===== src/rtl/pc_pkg.sv =====
// Shared types and constants for the fetch-stage program counter and its
// return-address stack.
package pc_pkg;

  typedef enum logic [1:0] {
    PC_SEQ    = 2'd0,
    PC_BRANCH = 2'd1,
    PC_TRAP   = 2'd2,
    PC_MRET   = 2'd3
  } pc_sel_t;

  localparam logic [31:0] TRAP_VECTOR_DEFAULT = 32'h0000_0100;

  // Bit 1 set in a redirect target means it is not on a 4-byte boundary
  localparam logic [31:0] INSTR_ALIGN_MASK = 32'h0000_0002;

  function automatic logic is_misaligned(input logic [31:0] addr_low);
    return |(addr_low & INSTR_ALIGN_MASK);
  endfunction

endpackage


===== src/rtl/pc_fetch_unit_ras.sv =====
// Return-address stack: circular buffer whose pointer names the next free
// slot, with a count that saturates at RAS_DEPTH so the oldest entry is lost.
module pc_ras #(
  parameter int XLEN      = 32,
  parameter int RAS_DEPTH = 4
) (
  input  logic            clock,
  input  logic            reset,
  input  logic            push_i,
  input  logic            pop_i,
  input  logic [XLEN-1:0] push_data_i,
  output logic [XLEN-1:0] top_o,
  output logic            empty_o
);

  localparam int PW = $clog2(RAS_DEPTH);
  localparam logic [PW:0] FULL_COUNT = (PW + 1)'(RAS_DEPTH);

  logic [XLEN-1:0] mem_q [RAS_DEPTH];
  logic [PW-1:0]   ptr_q, ptr_d;
  logic [PW:0]     cnt_q, cnt_d;
  logic [PW-1:0]   wr_ptr;
  logic            wr_en;

  // Pop is applied first so a simultaneous push replaces the popped top
  always_comb begin
    ptr_d  = ptr_q;
    cnt_d  = cnt_q;
    wr_en  = 1'b0;
    wr_ptr = ptr_q;
    if (pop_i && (cnt_q != '0)) begin
      ptr_d = ptr_q - 1'b1;
      cnt_d = cnt_q - 1'b1;
    end
    if (push_i) begin
      wr_en  = 1'b1;
      wr_ptr = ptr_d;
      ptr_d  = ptr_d + 1'b1;
      if (cnt_d != FULL_COUNT) cnt_d = cnt_d + 1'b1;
    end
  end

  always_ff @(posedge clock or posedge reset) begin
    if (reset) begin
      ptr_q <= '0;
      cnt_q <= '0;
    end else begin
      ptr_q <= ptr_d;
      cnt_q <= cnt_d;
    end
  end

  always_ff @(posedge clock) begin
    if (wr_en) mem_q[wr_ptr] <= push_data_i;
  end

  assign top_o   = mem_q[ptr_q - 1'b1];
  assign empty_o = (cnt_q == '0);

endmodule


===== src/rtl/pc_fetch_unit.sv =====
// Fetch-stage program counter: next-PC selection, trap entry/return through
// the saved EPC, misaligned-redirect trapping and a return-address stack.
module pc_fetch_unit
  import pc_pkg::*;
#(
  parameter int              XLEN         = 32,
  parameter logic [XLEN-1:0] RESET_VECTOR = '0,
  parameter logic [XLEN-1:0] TRAP_VECTOR  = XLEN'(TRAP_VECTOR_DEFAULT),
  parameter int              RAS_DEPTH    = 4
) (
  input  logic            clock,
  input  logic            reset,
  input  logic            in_en,
  input  logic            branch_decision,
  input  logic            pc_immediate_jump,
  input  logic [XLEN-1:0] generated_immediate,
  input  logic [XLEN-1:0] pc_write_value,
  input  logic            auipc_in,
  input  logic            call_in,
  input  logic            ret_in,
  input  logic            trap_in,
  input  logic            mret_in,
  output logic [XLEN-1:0] pc_out,
  output logic [XLEN-1:0] pc_add_4,
  output logic [XLEN-1:0] epc_out,
  output logic [XLEN-1:0] ras_top,
  output logic            ras_empty,
  output logic            misaligned_out
);

  logic [XLEN-1:0] pc_q, pc_d;
  logic [XLEN-1:0] epc_q, epc_d;
  logic            mis_q, mis_d;
  logic [XLEN-1:0] seq_pc, rel_target, abs_sum, target;
  logic            target_mis;
  logic            branch_trap;
  pc_sel_t         sel;

  assign seq_pc     = pc_q + XLEN'(4);
  assign rel_target = pc_q + generated_immediate;
  assign abs_sum    = pc_write_value + generated_immediate;
  assign target     = pc_immediate_jump ? {abs_sum[XLEN-1:1], 1'b0} : rel_target;
  assign target_mis = is_misaligned(32'(target[1:0]));

  assign pc_add_4 = auipc_in ? target : seq_pc;

  // A misaligned taken redirect is folded into the trap path
  always_comb begin
    sel         = PC_SEQ;
    branch_trap = 1'b0;
    if (trap_in) begin
      sel = PC_TRAP;
    end else if (mret_in) begin
      sel = PC_MRET;
    end else if (branch_decision) begin
      if (target_mis) begin
        sel         = PC_TRAP;
        branch_trap = 1'b1;
      end else begin
        sel = PC_BRANCH;
      end
    end
  end

  always_comb begin
    pc_d  = pc_q;
    epc_d = epc_q;
    mis_d = in_en && branch_trap;
    if (in_en) begin
      case (sel)
        PC_TRAP: begin
          pc_d  = TRAP_VECTOR;
          epc_d = pc_q;
        end
        PC_MRET:   pc_d = epc_q;
        PC_BRANCH: pc_d = target;
        default:   pc_d = seq_pc;
      endcase
    end
  end

  always_ff @(posedge clock or posedge reset) begin
    if (reset) begin
      pc_q  <= RESET_VECTOR;
      epc_q <= '0;
      mis_q <= 1'b0;
    end else begin
      pc_q  <= pc_d;
      epc_q <= epc_d;
      mis_q <= mis_d;
    end
  end

  pc_ras #(
    .XLEN      (XLEN),
    .RAS_DEPTH (RAS_DEPTH)
  ) u_ras (
    .clock       (clock),
    .reset       (reset),
    .push_i      (in_en && (sel == PC_BRANCH) && call_in),
    .pop_i       (in_en && (sel == PC_BRANCH) && ret_in),
    .push_data_i (seq_pc),
    .top_o       (ras_top),
    .empty_o     (ras_empty)
  );

  assign pc_out         = pc_q;
  assign epc_out        = epc_q;
  assign misaligned_out = mis_q;

endmodule


===== config.mk =====
export PLATFORM = sky130hd
export DESIGN_NAME = pc_fetch_unit
export DESIGN_NICKNAME = d
export VERILOG_FILES = /design/src/rtl/pc_pkg.sv /design/src/rtl/pc_fetch_unit_ras.sv /design/src/rtl/pc_fetch_unit.sv
export SDC_FILE = /design/constraint.sdc
export NUM_CORES = 1
export LEC_CHECK = 0
export ABC_AREA = 1
export CORE_UTILIZATION = 42
export CTS_BUF_LIST = sky130_fd_sc_hd__clkbuf_8
export CTS_CLUSTER_DIAMETER = 30
export DETAILED_ROUTE_END_ITERATION = 12
export GPL_ROUTABILITY_DRIVEN = 0
export SLEW_MARGIN = 0
export SYNTH_ARGS = -nofsm -noshare
export SYNTH_HDL_FRONTEND = slang
export SYNTH_SLANG_ARGS = --single-unit

===== constraint.sdc =====
create_clock -name clock -period 7.1 [get_ports clock]
set_input_delay 1.42 -clock clock [delete_from_list [all_inputs] [get_ports clock]]
set_output_delay 1.42 -clock clock [all_outputs]
set_load 0.02 [all_outputs]

-- Word-level counts from Yosys, hierarchy flattened
Memory sizes are Yosys's and may differ from the RTL's.
Cells that the tools add are included.
- bits in registers: 70
- bits in writable memories: 128
- output and inout bits: 130
- word-level logic and storage cells: 45
- memories kept: 1
- memories (memory ; words ; width ; read ports ; clocked after memory_dff ; wr ports ; RTL line ; text):
    u_ras.mem_q ; 4 ; 32 ; 1 ; 0 ; 1 ; pc_fetch_unit_ras.sv:19 ; logic [XLEN-1:0] mem_q [RAS_DEPTH];
- $add $sub $neg: 7
- equality and inequality tests: 4
- multiplexer cells: 20
- reduce and logical (&&, ||, !) cells: 8
- operators with widths (operator ; count):
    case mux 32 bit (3 select lines) ; 1
    adder 32 bit ; 2
    2-to-1 mux 32 bit ; 2
    adder 32 x 3 -> 32 bit, second input constant ; 1
    2-to-1 mux 2 bit ; 7
    2-to-1 mux 3 bit ; 3
    2-to-1 mux 1 bit ; 7
    logical AND 1 bit ; 5
    equality test 2 bit, second input constant ; 2
    adder 3 x 1 -> 3 bit, second input constant ; 1
    zero test 3 bit ; 1
    != test 3 bit, second input constant ; 1
    nonzero test 3 bit ; 1
    subtractor 3 x 1 -> 3 bit, second input constant ; 1
    adder 2 x 1 -> 2 bit, second input constant ; 1
    equality test 2 x 1 -> 1 bit, second input constant ; 1
    AND reduction 2 bit ; 1
    subtractor 2 x 1 -> 2 bit, second input constant ; 1

-- Depth between registers and ports, before layout
Gate-level depths: netlist (run 1).
- depth after elaboration: 14
- depth in mapped cells: 18
- gate-level depth less buffers: 18

-- Hierarchy
Synthesis (run 1) repeated with hierarchy kept, for this count alone.
- cell total of the unflattened synthesis: 2134
- area total of the unflattened synthesis: 14647.8 um2
- by module, submodules not included (module ; instances ; cells an instance ; area each (um2)):
    pc_fetch_unit ; 1 ; 1744 ; 9340.2
    pc_ras ; 1 ; 390 ; 5307.6

-- Worst setup path after synthesis (run 1)
OpenSTA, ideal clock, no wires.
- path kind: input -> register
- start: in generated_immediate[0]
- end: mem u_ras.mem_q[0][0] (enable)
- setup time: 0.421 ns
- data arrival time: 4.424 ns
- required time: 6.679 ns
- path slack: 2.255 ns
- stages: 11
- path buffers: 0
- cell sequence: ha_1 fa_1 nand2_1 nand2_2 nor2_2 nand2_2 nor2_4 nand3_4 xor2_1 or2_1 nor2_1
- cells in the longest elaborated chain, start to end: 12
- elaborated cells between the ends (all ways): 17
- RTL lines (what ; RTL line ; text):
    start: declaration ; pc_fetch_unit.sv:16 ; input logic [XLEN-1:0] generated_immediate,
    adder 32 bit (on tied branches) ; pc_fetch_unit.sv:40, pc_fetch_unit.sv:41 ;
    2-to-1 mux 32 bit * ; pc_fetch_unit.sv:42 ; assign target = pc_immediate_jump ? {abs_sum[XLEN-1:1], 1'b0} : rel_target;
    2-to-1 mux 2 bit * ; pc_fetch_unit.sv:56 ; if (target_mis) begin
    2-to-1 mux 2 bit * ; pc_fetch_unit.sv:55 ; end else if (branch_decision) begin
    2-to-1 mux 2 bit * ; pc_fetch_unit.sv:53 ; end else if (mret_in) begin
    2-to-1 mux 2 bit * ; pc_fetch_unit.sv:51 ; if (trap_in) begin
    equality test 2 x 1 -> 1 bit * ; pc_fetch_unit.sv:100, pc_fetch_unit.sv:101 ;
    logical AND 1 bit * ; pc_fetch_unit.sv:100, pc_fetch_unit.sv:101 ;
    logical AND 1 bit (on tied branches) ; pc_fetch_unit.sv:100, pc_fetch_unit.sv:101 ;
    2-to-1 mux 1 bit / logical AND 1 bit (equally long branches) ; pc_fetch_unit_ras.sv:35, pc_fetch_unit_ras.sv:31 ;
    2-to-1 mux 1 bit / 2-to-1 mux 2 bit (equally long branches) ; pc_fetch_unit_ras.sv:54, pc_fetch_unit_ras.sv:31 ;
    2-to-1 mux 1 bit (implied by the code) / 2-to-1 mux 2 bit (equally long branches) ; pc_fetch_unit_ras.sv:54, pc_fetch_unit_ras.sv:35 ;
    end: declaration ; pc_fetch_unit_ras.sv:19 ;
Every way passes the cells marked *; elsewhere a longest branch is shown, timed or not.

-- Worst setup path in the final report (run 1)
- start: in generated_immediate[15]
- end: out pc_add_4[31]
- cells in the longest elaborated chain, start to end: 3
- elaborated cells between the ends (all ways): 4
- RTL lines (what ; RTL line ; text):
    adder 32 bit (on tied branches) ; pc_fetch_unit.sv:40, pc_fetch_unit.sv:41 ;
    2-to-1 mux 32 bit * ; pc_fetch_unit.sv:42 ;
    2-to-1 mux 32 bit * ; pc_fetch_unit.sv:45 ; assign pc_add_4 = auipc_in ? target : seq_pc;
    end: declaration ; pc_fetch_unit.sv:24 ; output logic [XLEN-1:0] pc_add_4,
Marked as above.

==> impl_metrics.yaml, run 1 <==
grt:
  grt_max_degree: 71
  grt_overflow: 0
  antenna_found_initial: 0
  grt_pass1_vias: 12962
  grt_pass1_wl_um: 71200
  grt_usage: 0.278
hold_path:
  hold_path.startpoint: "epc_out[1]"
  worst_hold_path_type: "flop to flop"
  min_delay_path_depth: 2
  min_to: "epc_out[1]"
worst_setup_path:
  start_kind: "input port"
  r2r_cells: 12
  worst-path-max-fanout: 5
  rr_startpoint: "pc_out[0]"
  critPathKind: "input port to output port"
  crit_path_end_kind: "output port"
  required_ns: 5.68
  worst-r2r-setup-slack_ns: 3.39
  r2r-end: "u_ras.mem_q[1][0]"
  cp.arrival_ns: 4.48
placed_design:
  numPortBuffers: 203
  place_area_mm2: 0.0165
  dp_hpwl_um: 36100
  placed_cells: 2559
power:
  intPower_mw: 2.30
  seq_power_share: 0.351
  p_leak_nw: 7.96
  pwr-share-comb: 0.459
  power.density_mw_per_mm2: 234
  irDropWorstVdd_mv: 0.247
  swShare: 0.419
  p_clk_frac: 0.190
  p_switching_mw: 1.66
  p_total_mw: 3.96
final_layout:
  n_antenna_cell: 0
  final_common_cell: "nand2_1"
  design_area_mm2: 0.0169
  fin_cells: 2591
  area_delta_synth_final_pct: 21.0
  final_layout_size_suffix_gt1_frac: 0.0437
  final_cell_mix: "nand2_1 (724), inv_1 (252), clkdlybuf4s50_1 (203)"
  fin_nets: 2276
die:
  initial_core_util: 0.428
  die_width_um: 185
  row_count: 66
  design.core.area_mm2: 0.0327
  dieArea_mm2: 0.0341
  io_pins: 204
  die_h_um: 185
logic_synthesis:
  synth_seq_area_share: 0.400
  ys_types: 50
  ys_seq_elements: 198
  syn_nets: 2093
  syn_area_per_cell_um2: 7.17
  postSynth.asyncResetShare: 0.354
  synth-edff-count: 128
  ys.warnings.count: 0
  synth-main-ff-cell: "edfxtp_1"
  synthCells: 1953
  synthesis.area_mm2: 0.0140
sta:
  timing.slew.headroom: 0.325
  finalSetupTns_ns: 0
  skew_ns: 0.0257
  setup_viol: 0
  tightest_slew_ns: 1.01
  hold_ws_ns: 0.537
  period_minus_slack_ns: 5.90
  hold_violations: 0
  post-route-period-util: 0.831
  max_freq_mhz: 170
  rsz0062_at_grt: "false"
  drv_slew: 0
clock_network:
  cts_max_path_buffers: 2
  clk_pin_slew_ns: 0.11
  postCtsHoldBufs: 0
  numCtsBuffers: 17
  htree_num_levels: 4
  cts-root-buf: "clkbuf_8"
  cts_tree: "done"
  post_cts_buffers: 0
  cts_sinks: 198
  cts_resized: 0
  clk_latency_ns: 0.49
run:
  cap_violations: 0
drt:
  initialDrtViolationCount: 1284
  wl_per_cell_um: 18.1
  drc: 0
  vias: 13683
  wl_um: 46800
  dr.pass1.iters: 8
  viasPerCell: 5.28
  postRouteAntennaNets: 0
outcome:
  status: "finished clean"
## worst max-delay path, cell delays in order
cell and delay [ns]:
clkdlybuf4s50_1 0.48, ha_1 0.40, nand2_1 0.12, nor2_1 0.22, nand2_1 0.14, nor4_1 0.49
nand2_1 0.14, nand2_1 0.08, nand2_1 0.05, nand3_1 0.12, nand3_1 0.08, nand2_1 0.12
clkdlybuf4s50_1 0.62
## final cells by class
type | count | area, um2
fill | 3233 | 15800
multi-input combinational | 1442 | 7230
sequential | 198 | 5600
timing repair buffer | 219 | 2150
inverter | 258 | 968
tap | 442 | 553
clock buffer | 17 | 234
clock inverter | 15 | 196
## cells in the mapped netlist (all sizes together) (18+ instances only)
cell type | number | share of area
inv | 257 | 0.069
nor3 | 23 | 0.0097
dfrtp | 70 | 0.13
edfxtp | 128 | 0.27
o21ai | 94 | 0.034
nand3 | 153 | 0.056
ha | 64 | 0.057
xor2 | 26 | 0.016
buf | 18 | 0.0065
a221o | 32 | 0.023
nor2 | 130 | 0.038
a21oi | 106 | 0.038
nand2 | 735 | 0.20
clkbuf | 37 | 0.0099
## flip-flops by register name (all words and copies together) (netlist names)
signal / cells
misaligned_out: 1
pc_out: 32
epc_out: 32
u_ras.cnt_q: 3
u_ras.ptr_q: 2
u_ras.mem_q: 128
## how the worst max path moves through the flow
stage / start / end / slack (ns) / cells after the start
global route: generated_immediate[0] / pc_add_4[14] / 1.01 / 12
detailed placement: generated_immediate[0] / pc_add_4[14] / 1.21 / 12
floorplan: generated_immediate[0] / u_ras.mem_q[0][0] / 2.25 / 11
CTS: generated_immediate[0] / pc_add_4[14] / 1.21 / 12
global placement: generated_immediate[0] / pc_add_4[14] / 1.26 / 12
finish: generated_immediate[15] / pc_add_4[31] / 1.20 / 13
## routing by layer
metal	up-vias	global-route usage	wire, um
met5	-	0	0
met4	0	0.116	1680
met3	85	0.0273	2870
met2	500	0.463	21800
met1	6344	0.368	20400
li1	6754	-	-
## power by group through the flow
stage / Combinational, mW / Sequential, mW / Clock [mW]
2_1_floorplan: 1.06 / 1.42 / 0
3_3_place_gp: 1.81 / 1.41 / 0
3_5_place_dp: 1.82 / 1.41 / 0
4_1_cts: 1.83 / 1.39 / 0.762
5_1_grt: 1.98 / 1.40 / 0.803
6_report: 1.82 / 1.39 / 0.752
## cell families (layout without fill, tap and decap cells)
kind of cell / Yosys count / after routing / synth area share
flip-flops: 198 / 198 / 0.400
adder cells (fa/ha/maj): 66 / 66 / 0.0601
AND/OR/NAND/NOR: 1078 / 1078 / 0.321
buffers and inverters: 313 / 509 / 0.0856
AO/OA/AOI/OAI: 264 / 264 / 0.112
multiplexers: 4 / 4 / 0.00322
XOR/XNOR: 30 / 30 / 0.0188
## metrics by stage
step | util | worst slack, ns
floorplan | - | 2.25
global placement | 0.505 | 1.26
detailed placement | 0.505 | 1.21
CTS | 0.518 | 1.21
global route | 0.518 | 1.01
finish | 0.518 | 1.20
(Power assumes the default switching activity.)
==> run 2: changes to the inputs <==
--- a/config.mk
+++ b/config.mk
@@ -11,6 +11,7 @@
 export CTS_CLUSTER_DIAMETER = 30
 export DETAILED_ROUTE_END_ITERATION = 12
 export GPL_ROUTABILITY_DRIVEN = 0
+export PLACE_DENSITY = 0.67
 export SLEW_MARGIN = 0
 export SYNTH_ARGS = -nofsm -noshare
 export SYNTH_HDL_FRONTEND = slang
==> constraint.sdc (replaced) <==
create_clock -name clock -period 5 [get_ports clock]
set_input_delay 1 -clock clock [delete_from_list [all_inputs] [get_ports clock]]
set_output_delay 1 -clock clock [all_outputs]
set_load 0.02 [all_outputs]
==> impl_metrics.yaml, run 2 (synthesis results as in run 1) <==
outcome:
  status: "finished clean"
sta:
  max_freq_mhz: 204
  period_minus_slack_ns: 4.91
  skew_ns: 0.0191
  tightest_slew_ns: 1.29
  timing.slew.headroom: 0.142
  setup_viol: 0
  drv_slew: 0
  post-route-period-util: 0.982
  finalSetupTns_ns: 0
  hold_violations: 0
  rsz0062_at_grt: "false"
final_layout:
  final_common_cell: "nand2_1"
  regMostFlops: "u_ras.mem_q"
  fin_nets: 2303
  nFillCells: 3195
  final_layout_size_suffix_gt1_frac: 0.0561
  n_antenna_cell: 0
  largest_reg_flops: 128
  final_cell_mix: "nand2_1 (724), inv_1 (253), clkdlybuf4s50_1 (193)"
  area_delta_synth_final_pct: 22.7
  multi_input_area_mm2: 0.00727
  seq_area_mm2: 0.00560
clock_network:
  numCtsBuffers: 17
  post_cts_buffers: 0
  cts_tree: "done"
  cts_max_path_buffers: 2
  cts-root-buf: "clkbuf_8"
  cts_sinks: 198
  clk_latency_ns: 0.49
  htree_num_levels: 4
  clk_pin_slew_ns: 0.09
power:
  irDropWorstVdd_mv: 0.327
  p_leak_nw: 8.18
  power.density_mw_per_mm2: 323
  p_total_mw: 5.55
worst_setup_path:
  crit_path_frequent_cell: "nand2_1"
  start_kind: "input port"
  rr_startpoint: "pc_out[0]"
  cp_cell_sequence: "clkdlybuf4s50_1 > ha_1 > nand2_1 > nor2_1 > buf_4 > and3_1 > nand2_1 > nand2_1 > nand2_1 > nand2_1 > nand2_1 > o21ai_1 > nand2_1 > nand2_1 > clkdlybuf4s50_1"
  crit_slowest_cell: "clkdlybuf4s50_1"
  cp_slowest_stage_delay_ns: 0.62
  r2r-end: "u_ras.mem_q[1][4]"
  worst-path-max-fanout: 4
  required_ns: 4.00
  worst-r2r-setup-slack_ns: 1.40
  r2r_cells: 12
  critPathKind: "input port to output port"
  cp.arrival_ns: 3.91
  crit_path_end_kind: "output port"
hold_path:
  min_delay_path_depth: 2
  hold_path.startpoint: "epc_out[27]"
  min_to: "epc_out[27]"
  worst_hold_path_type: "flop to flop"
run:
  cap_violations: 0
grt:
  grt_max_degree: 66
  antenna_found_initial: 0
  grt_pass1_vias: 12858
  grt_usage: 0.272
  grt_pass1_wl_um: 70200
  grt_overflow: 0
die:
  die_width_um: 185
  die_h_um: 185
  row_count: 66
  initial_core_util: 0.428
  design.core.area_mm2: 0.0327
  io_pins: 204
  dieArea_mm2: 0.0341
placed_design:
  numPortBuffers: 203
  dp_hpwl_um: 35600
drt:
  viasPerCell: 5.34
  wl_um: 45800
  drc: 0
  postRouteAntennaNets: 0
  initialDrtViolationCount: 1176
  dr.pass1.iters: 7
  wl_per_cell_um: 17.5
  vias: 13985
run 2: changes by cell type in the layout (fill, tap and decap cells not counted), moves of 2 or more:
cell,before,now
buf_4,16,40
clkdlybuf4s50_1,203,193
dlymetal6s2s_1,0,10
clkinv_8,7,0
o21ai_0,87,80
o21ai_1,6,12
clkinvlp_4,0,4
buf_12,0,3
clkinv_1,1,4
ha_1,64,61
clkinv_4,1,3
ha_4,0,2
inv_6,4,2
run 2: through the flow:
stage                     setup slack, ns   util  hold WS (ns)  cells  cell area [um2]
after floorplan                     0.575      -         0.521   1953            14000
after global placement              0.110  0.512         0.497   2586            16700
after detailed placement           0.0898  0.512         0.510   2586            16700
after CTS                          0.0963  0.523         0.533   2618            17100
after global routing             0.000562  0.525         0.554   2618            17200
final                              0.0905  0.525         0.526   2618            17200
run 2: routing by layer:
layer  up-vias  part of all wire  GRT usage
li1       6815                 -          -
met1      6474              0.43      0.370
met2       604              0.46      0.445
met3        92             0.072     0.0285
met4         0             0.034      0.107
met5         -                 0          0
run 2: worst max path at each step:
stage                                start                end  slack (ns)  cells after the start
global placement    generated_immediate[0]       pc_add_4[28]        0.11                     15
finish              generated_immediate[6]       pc_add_4[13]        0.09                     15
global route        generated_immediate[5]       pc_add_4[13]      0.0006                     15
floorplan           generated_immediate[0]  u_ras.mem_q[0][0]        0.57                     11
detailed placement  generated_immediate[0]       pc_add_4[28]        0.09                     15
CTS                 generated_immediate[0]       pc_add_4[24]         0.1                     16
run 2: layout make-up:
type / count / share of cell area
multi-input combinational: 1442 / 0.423
sequential: 198 / 0.326
timing repair buffer: 246 / 0.141
inverter: 258 / 0.0564
tap: 442 / 0.0322
clock buffer: 17 / 0.0136
clock inverter: 15 / 0.00758
run 2: timing repair:
item                                    4_1_cts  5_1_grt
endpoints found under the setup margin        0       16
hold buffers                                  0        0
gates resized for setup                       0       22
run 2: power by group:
part	internal (mW)	leakage [nW]	switching (mW)
sequential	1.85	2.11	0.121
clock	0.395	0.174	0.569
combinational	1.05	5.90	1.57
total	3.29	8.18	2.26
run 2: worst max-delay path: cells and delay by family:
| family | cells | cell delay (ns) |
|---|---|---|
| adders and majority gates | 1 | 0.38 |
| AOI/OAI and AO/OA | 1 | 0.13 |
| buffers and inverters | 3 | 1.24 |
| and+or+nand+nor | 10 | 1.14 |
